### config.mk
export PLATFORM = sky130hd
export DESIGN_NAME = usb_tx_serializer
export DESIGN_NICKNAME = d
export VERILOG_FILES = /design/src/rtl/usb_tx_serializer.sv
export SDC_FILE = /design/constraint.sdc
export NUM_CORES = 1
export LEC_CHECK = 0
export CAP_MARGIN = 5
export CORE_MARGIN = 2
export CORE_UTILIZATION = 57
export DETAILED_ROUTE_END_ITERATION = 12
export HOLD_SLACK_MARGIN = 0.05
export PLACE_DENSITY = 0.83
export SYNTH_ARGS = -nofsm -noshare
export SYNTH_HDL_FRONTEND = slang
export SYNTH_SLANG_ARGS = --single-unit
### constraint.sdc
create_clock -name clk -period 3.4 [get_ports clk]
set_input_delay 0.85 -clock clk [delete_from_list [all_inputs] [get_ports clk]]
set_output_delay 0.85 -clock clk [all_outputs]
set_load 0.03 [all_outputs]
### src/rtl/usb_tx_serializer.sv
// usb_tx_serializer: USB full/low-speed transmit serializer.
// Sends SYNC, LSB-first payload bytes pulled through get_tx_data, then SE0/SE0/J EOP,
// NRZI-encoded onto D+/D-.
// Optional macro USB_TX_BIT_STUFF_EN: insert a 0 bit after six consecutive 1s.
module usb_tx_serializer #(
   parameter int unsigned CLKS_PER_BIT = 8
) (
   input  logic       clk,
   input  logic       n_rst,
   input  logic       tx_start,
   input  logic [7:0] tx_packet_data,
   input  logic       tx_last,
   output logic       get_tx_data,
   output logic       dplus_out,
   output logic       dminus_out,
   output logic       tx_busy,
   output logic       tx_done
);

   localparam int unsigned CW = (CLKS_PER_BIT > 1) ? $clog2(CLKS_PER_BIT) : 1;
   localparam logic [CW-1:0] CNT_MAX = CW'(CLKS_PER_BIT - 1);
   localparam logic [CW-1:0] CNT_PRE = CW'(CLKS_PER_BIT - 2);

   typedef enum logic [2:0] {
      IDLE    = 3'd0,
      SYNC    = 3'd1,
      DATA    = 3'd2,
      EOP_SE0 = 3'd3,
      EOP_J   = 3'd4
   } state_t;

   state_t          r_state, w_state_nxt;
   logic [CW-1:0]   r_cnt, w_cnt_nxt;
   logic [2:0]      r_idx, w_idx_nxt;
   logic [7:0]      r_shift, w_shift_nxt;
   logic            r_last, w_last_nxt;
   logic            r_stuff, w_stuff_nxt;
   logic            r_dp, r_dm, r_busy, r_done, r_get;
   logic            w_line_nxt, w_se0_nxt, w_done_nxt, w_get_nxt, w_busy_nxt;
   logic            w_nb;
   logic            w_bit, w_bdry, w_ins_stuff, w_byte_end;

`ifdef USB_TX_BIT_STUFF_EN
   logic [2:0]      r_ones, w_ones_nxt;
   // A stuff bit follows the current bit when it is the sixth consecutive 1.
   assign w_ins_stuff = !r_stuff && w_bit && (r_ones == 3'd5);
`else
   assign w_ins_stuff = 1'b0;
`endif

   // Raw (pre-NRZI) value of the bit currently on the line.
   assign w_bit      = (r_state == SYNC) ? (r_idx == 3'd7) : r_shift[0];
   assign w_bdry     = (r_cnt == CNT_MAX);
   // Last bit time of a byte, counting a trailing stuff bit as part of it.
   assign w_byte_end = (r_idx == 3'd7) && (r_stuff || !w_ins_stuff);

   // Next-state, datapath and output decode.
   always_comb begin
      w_state_nxt = r_state;
      w_cnt_nxt   = r_cnt;
      w_idx_nxt   = r_idx;
      w_shift_nxt = r_shift;
      w_last_nxt  = r_last;
      w_stuff_nxt = r_stuff;
      w_line_nxt  = r_dp;
      w_se0_nxt   = 1'b0;
      w_done_nxt  = 1'b0;
      w_get_nxt   = 1'b0;
      w_nb        = 1'b0;
`ifdef USB_TX_BIT_STUFF_EN
      w_ones_nxt  = r_ones;
`endif
      case (r_state)
         IDLE: begin
            w_line_nxt = 1'b1;
            w_cnt_nxt  = '0;
            if (tx_start) begin
               // First SYNC bit is a 0, so the line toggles from J to K.
               w_state_nxt = SYNC;
               w_idx_nxt   = '0;
               w_stuff_nxt = 1'b0;
               w_line_nxt  = 1'b0;
`ifdef USB_TX_BIT_STUFF_EN
               w_ones_nxt  = '0;
`endif
            end
         end
         SYNC, DATA: begin
            w_cnt_nxt = w_bdry ? '0 : r_cnt + CW'(1);
            w_get_nxt = (r_cnt == CNT_PRE) && w_byte_end && ((r_state == SYNC) || !r_last);
            if (w_bdry) begin
               if (w_ins_stuff) begin
                  w_stuff_nxt = 1'b1;
                  w_line_nxt  = ~r_dp;
`ifdef USB_TX_BIT_STUFF_EN
                  w_ones_nxt  = '0;
`endif
               end else begin
                  w_stuff_nxt = 1'b0;
`ifdef USB_TX_BIT_STUFF_EN
                  w_ones_nxt  = (r_stuff || !w_bit) ? 3'd0 : r_ones + 3'd1;
`endif
                  if (r_idx != 3'd7) begin
                     w_idx_nxt = r_idx + 3'd1;
                     if (r_state == DATA) begin
                        w_shift_nxt = {1'b0, r_shift[7:1]};
                        w_nb        = r_shift[1];
                     end else begin
                        w_nb        = (r_idx == 3'd6);
                     end
                     w_line_nxt = w_nb ? r_dp : ~r_dp;
                  end else if ((r_state == SYNC) || !r_last) begin
                     w_state_nxt = DATA;
                     w_idx_nxt   = '0;
                     w_shift_nxt = tx_packet_data;
                     w_last_nxt  = tx_last;
                     w_line_nxt  = tx_packet_data[0] ? r_dp : ~r_dp;
                  end else begin
                     w_state_nxt = EOP_SE0;
                     w_idx_nxt   = '0;
                     w_se0_nxt   = 1'b1;
                  end
               end
            end
         end
         EOP_SE0: begin
            w_cnt_nxt  = w_bdry ? '0 : r_cnt + CW'(1);
            w_line_nxt = 1'b1;
            w_se0_nxt  = 1'b1;
            if (w_bdry) begin
               if (r_idx == 3'd1) begin
                  w_state_nxt = EOP_J;
                  w_se0_nxt   = 1'b0;
               end else begin
                  w_idx_nxt = r_idx + 3'd1;
               end
            end
         end
         EOP_J: begin
            w_cnt_nxt  = w_bdry ? '0 : r_cnt + CW'(1);
            w_line_nxt = 1'b1;
            if (w_bdry) begin
               w_state_nxt = IDLE;
               w_done_nxt  = 1'b1;
            end
         end
         default: begin
            w_state_nxt = IDLE;
            w_line_nxt  = 1'b1;
         end
      endcase
      w_busy_nxt = (w_state_nxt != IDLE);
   end

   // State, datapath and registered line/status outputs.
   always_ff @(posedge clk or negedge n_rst) begin
      if (!n_rst) begin
         r_state <= IDLE;
         r_cnt   <= '0;
         r_idx   <= '0;
         r_shift <= '0;
         r_last  <= 1'b0;
         r_stuff <= 1'b0;
         r_dp    <= 1'b1;
         r_dm    <= 1'b0;
         r_busy  <= 1'b0;
         r_done  <= 1'b0;
         r_get   <= 1'b0;
`ifdef USB_TX_BIT_STUFF_EN
         r_ones  <= '0;
`endif
      end else begin
         r_state <= w_state_nxt;
         r_cnt   <= w_cnt_nxt;
         r_idx   <= w_idx_nxt;
         r_shift <= w_shift_nxt;
         r_last  <= w_last_nxt;
         r_stuff <= w_stuff_nxt;
         r_dp    <= w_line_nxt & ~w_se0_nxt;
         r_dm    <= ~w_line_nxt & ~w_se0_nxt;
         r_busy  <= w_busy_nxt;
         r_done  <= w_done_nxt;
         r_get   <= w_get_nxt;
`ifdef USB_TX_BIT_STUFF_EN
         r_ones  <= w_ones_nxt;
`endif
      end
   end

   assign get_tx_data = r_get;
   assign dplus_out   = r_dp;
   assign dminus_out  = r_dm;
   assign tx_busy     = r_busy;
   assign tx_done     = r_done;

endmodule

==> results of run 1 <==
routing by layer:
| layer | global-route usage | wire (um) |
|---|---|---|
| met2 | 0.344 | 1080 |
| met3 | 0.0600 | 115 |
| met1 | 0.251 | 1160 |
| met5 | 0 | 0 |
| met4 | 0.0556 | 17 |
layout by cell type, fill, tap and decap left out, types with 2 or more instances in the layout:
cell             instances
nand4_1                  2
clkbuf_4                 3
mux2_2                   5
nor2_1                   3
nor3_1                   2
o21ai_0                  2
inv_1                    9
clkdlybuf4s50_1         16
or3b_1                   2
mux2i_1                  2
o21ai_1                  3
nand3_1                  5
o32ai_1                  2
mux2_1                   7
dfrtp_1                 21
nand2_1                  9
a21oi_1                  4
o22ai_1                  3
ha_1                     8
power by group through the flow:
stage          Sequential [mW]  Combinational, mW  Clock, mW
2_1_floorplan            0.439              0.386          0
3_3_place_gp             0.438              0.483          0
3_5_place_dp             0.444              0.502          0
4_1_cts                  0.437              0.508      0.146
5_1_grt                  0.450              0.573      0.154
6_report                 0.438              0.504      0.142
flip-flops by register name, indices dropped and copies added (netlist names):
signal / count
dplus_out: 1
r_last: 1
r_state: 3
r_cnt: 3
tx_done: 1
dminus_out: 1
r_idx: 3
tx_busy: 1
r_shift: 7
get_tx_data: 1
logic make-up (layout without fill, tap and decap cells):
kind of cell	count (synthesis)	in the layout
and+or+nand+nor	36	36
AOI/OAI and AO/OA	26	26
adders and majority gates	8	8
muxes	14	14
DFF	22	22
xor gates and xnor gates	1	1
buffers and inverters	16	30
worst register-to-register path, stage by stage (launching register included):
cell and delay [ps]:
dfrtp_1 420, ha_1 240, ha_1 320, nand2b_1 210
a311oi_2 290, a2111oi_1 120, a2111oi_2 280
layout make-up:
| class | count | area (sq um) | area share |
|---|---|---|---|
| Inverter | 10 | 37.5 | 0.0245 |
| Tap cell | 28 | 35.0 | 0.0229 |
| Clock buffer | 4 | 36.3 | 0.0237 |
| Timing Repair Buffer | 16 | 160 | 0.105 |
| Sequential cell | 22 | 552 | 0.361 |
| Multi-Input combinational cell | 85 | 708 | 0.463 |
how the worst min path moves through the flow:
stage / start / endpoint / slack (ps) / cells after the start
2_1_floorplan: r_shift[1] / r_shift[1] / 450 / 1
3_3_place_gp: r_shift[3] / r_shift[3] / 460 / 1
3_5_place_dp: r_shift[5] / r_shift[5] / 480 / 1
4_1_cts: r_shift[3] / r_shift[3] / 500 / 1
5_1_grt: r_shift[5] / r_shift[5] / 520 / 1
6_report: r_shift[3] / r_shift[3] / 500 / 1
==> impl_metrics.toml, run 1 <==
[logic_synthesis]
ys_seq_area_frac = 0.416
synthTopCellsByCount = "dfrtp_1, inv_1, nand2_1"
ys_types = 48
synth_fa_ha_area_frac = 0.0754
yosysMostFrequentCell = "dfrtp_1"
synth_compound_area_frac = 0.168
syn-instance-count = 123
yosys.area_share.simple = 0.167
ys_ff_latch = 22
syn_area_per_cell_sq_um = 10.8
synthMuxAreaShare = 0.117
async_flop_share = 1.00
ys.flop_type = "dfrtp_1"
synth_area_sq_um = 1330
synth_top_cell_area_share = 0.396
synth_xor_area_frac = 0.00660
synth_top_family_by_area = "compound AO/OA/AOI/OAI gates"
synth_edf_count = 0
ys_warn_count = 0
yosys.area.top_type = "dfrtp_1"
synth_area_leaders = "dfrtp_1, ha_1, mux2_1"
synth_nets = 143

[worst_setup_path]
end_kind = "output port"
cp_slowest_cell = "clkdlybuf4s50_1"
required_ps = 2550
cp_top_family = "buffers and inverters"
cp.depth = 1
crit_start = "dplus_out"
r2r-end = "dminus_out"
r2r_setup_slack_ps = 1430
critPathArrivalTime_ps = 1540
critPathKind = "reg2out"
cp_cell_sequence = "clkdlybuf4s50_1"
start_kind = "flip-flop"
crit-reg2reg-launch = "r_idx[0]"
cp_max_fo = 3
max_stage_delay_ps = 670
worst-path-buf-inv = 1
critPathCapture = "dplus_out"
rr_worst_depth = 6

[job]
max_cap_viol_count = 0

[timing]
fin_worst_skew_ps = 5.67
rsz0062_at_grt = "false"
whs_ps = 497
setup_viol = 0
worst_slew_pin_slew_ps = 966
fmax_ghz = 0.418
timing.final.max_slew_violations = 0
hold_viol_final = 0
fin_tns_setup_ps = 0
fin_ws_ps = 1010
fin_crit_sh = 0.703
post-route-min-period_ps = 2390
maxSlewHeadroom = 0.354

[floorplan]
num_rows = 17
pin_count = 17
dieHeight_um = 52.3
start_util = 0.600
die_w_um = 52.3
dieArea_sq_um = 2730
coreArea_sq_um = 2210

[layout]
layout-drive-gt1-share = 0.146
area_growth_pct = 15.2
antennaDiodeCount = 0
n_fill_cell = 169
layout.cells.non_filler = 165
stdcell_area_sq_um = 1530
final_nets = 158
finalCoreUtilization = 0.691

[clock_tree]
clk_pin_slew_ps = 120
htreeDepth = 1
numCtsBuffers = 3
post_cts_resized = 0
clk_path_buf_depth = 2
clock-sinks = 22
clockRootBuffer = "clkbuf_4"
cts_tree = "built"
ctsHoldBuffers = 0
clk_latency_ps = 310
cts_setup_buffers = 0

[placement]
place_ws_ps = 1020
portBuffers = 16
place_area_sq_um = 1490
placed_cells = 161
dp_hpwl_mm = 1.69
gp_congestion = 0.852

[power]
leakage_nw = 0.674
p_switching_mw = 0.432
switching_share = 0.398
p_per_area_nw_per_um2 = 710
clkPwrFrac = 0.131
total_power_mw = 1.09
combPwrFrac = 0.465
vdd_ir_drop_max_mv = 0.536
p_seq_frac = 0.404
p_int_mw = 0.653

[grt]
grt_pass1_wl_mm = 4.03
grtUsageTotal = 0.203
grt_max_degree = 23
grt_pass1_vias = 957
antenna_found_initial = 0
grt.overflow.total = 0

[routing]
final_antenna_net_count = 0
drc = 0
wl_mm = 2.37
via_per_inst = 5.81
vias = 958
dr.pass1.iters = 4
wl_per_cell_um = 14.4
initialDrtViolationCount = 32

[run_status]
outcome = "finished, final reports clean"

[worst_hold_path]
hp-class = "reg2reg"
Note: power is estimated with default switching activity, not from simulation.
==> run 2, diff against run 1 <==
Settings changed: CORE_UTILIZATION 57 to 54, PLACE_DENSITY 0.83 to 0.79.
Clock period 3.4 ns to 2.22 ns, I/O delays scaled along.
==> run 2 against run 1 <==
  * Design area grew 0.98%
  * Sequential power grew 54%
  * Routed wire length up 1.1%
  * Core utilization is 1.3 points lower
  * Register-to-register slack got worse by 1300 ps
  * Largest power group unchanged
  * Highest routed layer unchanged
==> impl_metrics.toml, run 2 (same netlist as run 1, synthesis figures left out) <==
[run_status]
outcome = "finished, final reports clean"

[layout]
final_nets = 160
regMostFlops = "r_shift"
layout-drive-gt1-share = 0.158
n_fill_cell = 175
largest_reg_flops = 7
most-common-layout-cells = "dfrtp_1, clkdlybuf4s50_1, inv_1, nand2_1, ha_1"
layout_commonest_cell = "dfrtp_1"
area_growth_pct = 16.3
antennaDiodeCount = 0

[clock_tree]
htreeDepth = 1
clock-sinks = 22
ctsHoldBuffers = 0
clk_latency_ps = 300
cts_setup_buffers = 0
clk_path_buf_depth = 2
numCtsBuffers = 3
cts_tree = "built"
post_cts_resized = 0
clockRootBuffer = "clkbuf_4"
clk_pin_slew_ps = 120

[placement]
portBuffers = 16
gp_congestion = 0.805
dp_hpwl_mm = 1.78

[grt]
antenna_found_initial = 0
grt_pass1_vias = 970
grtUsageTotal = 0.208
grt.overflow.total = 0
grt_max_degree = 23
grt_pass1_wl_mm = 4.27

[routing]
drc = 0
vias = 995
dr.pass1.iters = 4
wl_per_cell_um = 14.3
wl_mm = 2.40
via_per_inst = 5.96
final_antenna_net_count = 0
initialDrtViolationCount = 20

[worst_hold_path]
hp-class = "reg2reg"

[worst_setup_path]
max_stage_delay_ps = 670
required_ps = 1660
start_kind = "flip-flop"
cp_top_family = "buffers and inverters"
end_kind = "output port"
critPathArrivalTime_ps = 1530
cp_max_fo = 3
cp_slowest_cell = "clkdlybuf4s50_1"
critPathKind = "reg2out"
worst-path-buf-inv = 1
cp_cell_sequence = "clkdlybuf4s50_1"

[power]
vdd_ir_drop_max_mv = 0.608
p_per_area_nw_per_um2 = 1080
leakage_nw = 0.684

[floorplan]
coreArea_sq_um = 2280
pin_count = 17
die_w_um = 53.6
start_util = 0.583
dieHeight_um = 53.6
num_rows = 17
dieArea_sq_um = 2870

[timing]
maxSlewHeadroom = 0.668
worst_slew_pin_slew_ps = 498
fin_crit_sh = 0.938
post-route-min-period_ps = 2080
fin_tns_setup_ps = 0
timing.final.max_slew_violations = 0
fmax_ghz = 0.480
fin_worst_skew_ps = 2.81
setup_viol = 0
hold_viol_final = 0
whs_ps = 494
rsz0062_at_grt = "false"

[job]
max_cap_viol_count = 0
[run 2: cell types whose count changed in the layout (fill, tap and decap cells not counted), sizes merged]
| cell | before | now |
|---|---|---|
| buf | 0 | 2 |
[run 2: through the flow]
| stage | cells | power [mW] | setup slack [ps] | utilization | area (sq um) |
|---|---|---|---|---|---|
| 5_1_grt | 167 | 1.81 | 64.5 | 0.678 | 1540 |
| 2_1_floorplan | 123 | 1.26 | 378 | - | 1330 |
| 6_report | 167 | 1.67 | 137 | 0.678 | 1540 |
| 3_3_place_gp | 163 | 1.42 | 212 | 0.662 | 1510 |
| 3_5_place_dp | 163 | 1.45 | 115 | 0.662 | 1510 |
| 4_1_cts | 167 | 1.68 | 122 | 0.678 | 1540 |
[run 2: routing by layer]
metal	vias up	GRT usage	share of wire
li1	484	-	-
met1	482	0.282	0.48
met2	25	0.331	0.46
met3	4	0.0583	0.053
met4	0	0.0513	0.014
met5	-	0	0
[run 2: path summary, 6_finish.rpt]
path                                  from          to  slack [ps]  cells past startpoint
worst max register to register    r_idx[0]  dminus_out         170                      6
worst min register to register  r_shift[1]  r_shift[1]         490                      1
worst max-delay path             dplus_out   dplus_out         140                      1
min in group asynchronous            n_rst  r_shift[7]         580                      2
worst min-delay path            r_shift[1]  r_shift[1]         490                      1
max in group asynchronous            n_rst   dplus_out        1370                      2
[run 2: layout make-up]
type                    count  area (sq um)  share of cell area
well taps                  28          35.0              0.0227
multi-input cells          85           708               0.459
flip-flops and latches     22           552               0.357
repair buffers             18           175               0.113
inverters                  10          37.5              0.0243
clock buffers               4          36.3              0.0235
[run 2: power by group]
group	internal, mW	switching, mW
Combinational	0.373	0.401
Sequential	0.530	0.144
Clock	0.100	0.119
Total	1.00	0.664
==> run 3, diff against run 2 <==
Settings changed: CORE_UTILIZATION 54 to 57, PLACE_DENSITY 0.79 to 0.83.
Clock period 2.22 ns to 2.5 ns, I/O delays scaled along.
==> run 3 against run 2 <==
  * First-iteration DRC count up 20%
  * Sequential power down 11%
  * Critical path depth unchanged
  * Largest cell class unchanged
  * Core utilization up 1.5 points
  * Routed wire length up 8.3%
  * Critical endpoint unchanged
  * Non-clock buffer count unchanged
==> impl_metrics.toml, run 3 (same netlist as run 1, synthesis figures left out) <==
[timing]
rsz0062_at_grt = "false"
fmax_ghz = 0.463
setup_viol = 0
fin_crit_sh = 0.863
fin_worst_skew_ps = 1.09
timing.final.max_slew_violations = 0
worst_slew_pin_slew_ps = 492
whs_ps = 505
maxSlewHeadroom = 0.672
post-route-min-period_ps = 2160
hold_viol_final = 0
fin_tns_setup_ps = 0

[placement]
portBuffers = 16
dp_hpwl_mm = 1.97
place_area_sq_um = 1510
gp_congestion = 0.844

[grt]
top_usage_layer = "met2"
grt_pass1_wl_mm = 4.64
grt_max_degree = 23
grt.overflow.total = 0
grtUsageTotal = 0.233
use_met2 = 0.403
antenna_found_initial = 0
met1_usage = 0.288
grt_pass1_vias = 1033
met3_usage = 0.0314

[job]
max_cap_viol_count = 0

[worst_setup_path]
end_kind = "output port"
max_stage_delay_ps = 660
worst-path-buf-inv = 1
critPathKind = "reg2out"
r2r-end = "dminus_out"
r2r_setup_slack_ps = 530
cp_top_family = "buffers and inverters"
cp_cell_sequence = "clkdlybuf4s50_1"
critPathArrivalTime_ps = 1530
crit-reg2reg-launch = "r_idx[0]"
rr_worst_depth = 6
required_ps = 1880
start_kind = "flip-flop"
cp_slowest_cell = "clkdlybuf4s50_1"
cp_max_fo = 3

[clock_tree]
htreeDepth = 1
clk_pin_slew_ps = 110
clock-sinks = 22
ctsHoldBuffers = 0
post_cts_resized = 0
clk_latency_ps = 310
cts_tree = "built"
clockRootBuffer = "clkbuf_4"
clk_path_buf_depth = 2
cts_setup_buffers = 0
numCtsBuffers = 3

[worst_hold_path]
min_from = "r_shift[6]"
min_to = "r_shift[6]"
hold_depth = 1
hp-class = "reg2reg"

[layout]
largest_reg_flops = 7
finalCoreUtilization = 0.693
n_fill_cell = 173
layout_commonest_cell = "dfrtp_1"
layout-drive-gt1-share = 0.151
most-common-layout-cells = "dfrtp_1, clkdlybuf4s50_1, inv_1, nand2_1, ha_1"
stdcell_area_sq_um = 1530
final_nets = 160
area_growth_pct = 15.6
regMostFlops = "r_shift"
antennaDiodeCount = 0

[routing]
initialDrtViolationCount = 24
vias = 997
via_per_inst = 5.97
dr.pass1.iters = 4
wl_per_cell_um = 15.5
wl_mm = 2.59
final_antenna_net_count = 0
drc = 0

[floorplan]
coreArea_sq_um = 2210
dieHeight_um = 52.3
dieArea_sq_um = 2730
num_rows = 17
pin_count = 17
die_w_um = 52.3
start_util = 0.600

[power]
p_per_area_nw_per_um2 = 949
vdd_ir_drop_max_mv = 0.802
leakage_nw = 0.678

[run_status]
outcome = "finished, final reports clean"
[run 3: cell count changes in the layout (fill, tap and decap cells not counted)]
cell      delta
clkbuf_1     +1
clkbuf_8     -1
[run 3: cell type report]
class	instances	area (sq um)	area share
Timing Repair Buffer	18	175	0.114
Clock buffer	4	26.3	0.0171
Inverter	10	37.5	0.0245
Tap cell	28	35.0	0.0228
Multi-Input combinational cell	85	708	0.462
Sequential cell	22	552	0.360
[run 3: worst max path at each step]
stage	to	slack (ps)	depth (start not counted)	startpoint
floorplan	dminus_out	660	7	r_idx[0]
global placement	r_idx[1]	420	5	tx_start
detailed placement	r_idx[1]	310	5	tx_start
CTS	dplus_out	330	1	dplus_out
global route	dplus_out	290	1	dplus_out
finish	dplus_out	340	1	dplus_out
[run 3: per-layer routing]
metal | vias to the layer above | routed length (um)
met2 | 24 | 1300
met3 | 7 | 80
met1 | 474 | 1160
met4 | 0 | 48
li1 | 492 | -
met5 | - | 0
[run 3: metrics by stage]
step | worst slack [ps] | instances | power (mW)
final | 341 | 167 | 1.46
after global routing | 289 | 167 | 1.59
after CTS | 328 | 167 | 1.47
after detailed placement | 305 | 163 | 1.30
after global placement | 418 | 163 | 1.25
after floorplan | 658 | 123 | 1.12
[run 3: report_power, final]
part | switching (mW) | total [mW] | leakage (nW) | internal (mW)
Combinational | 0.360 | 0.689 | 0.387 | 0.330
Clock | 0.104 | 0.166 | 0.0150 | 0.0624
Sequential | 0.130 | 0.601 | 0.276 | 0.471
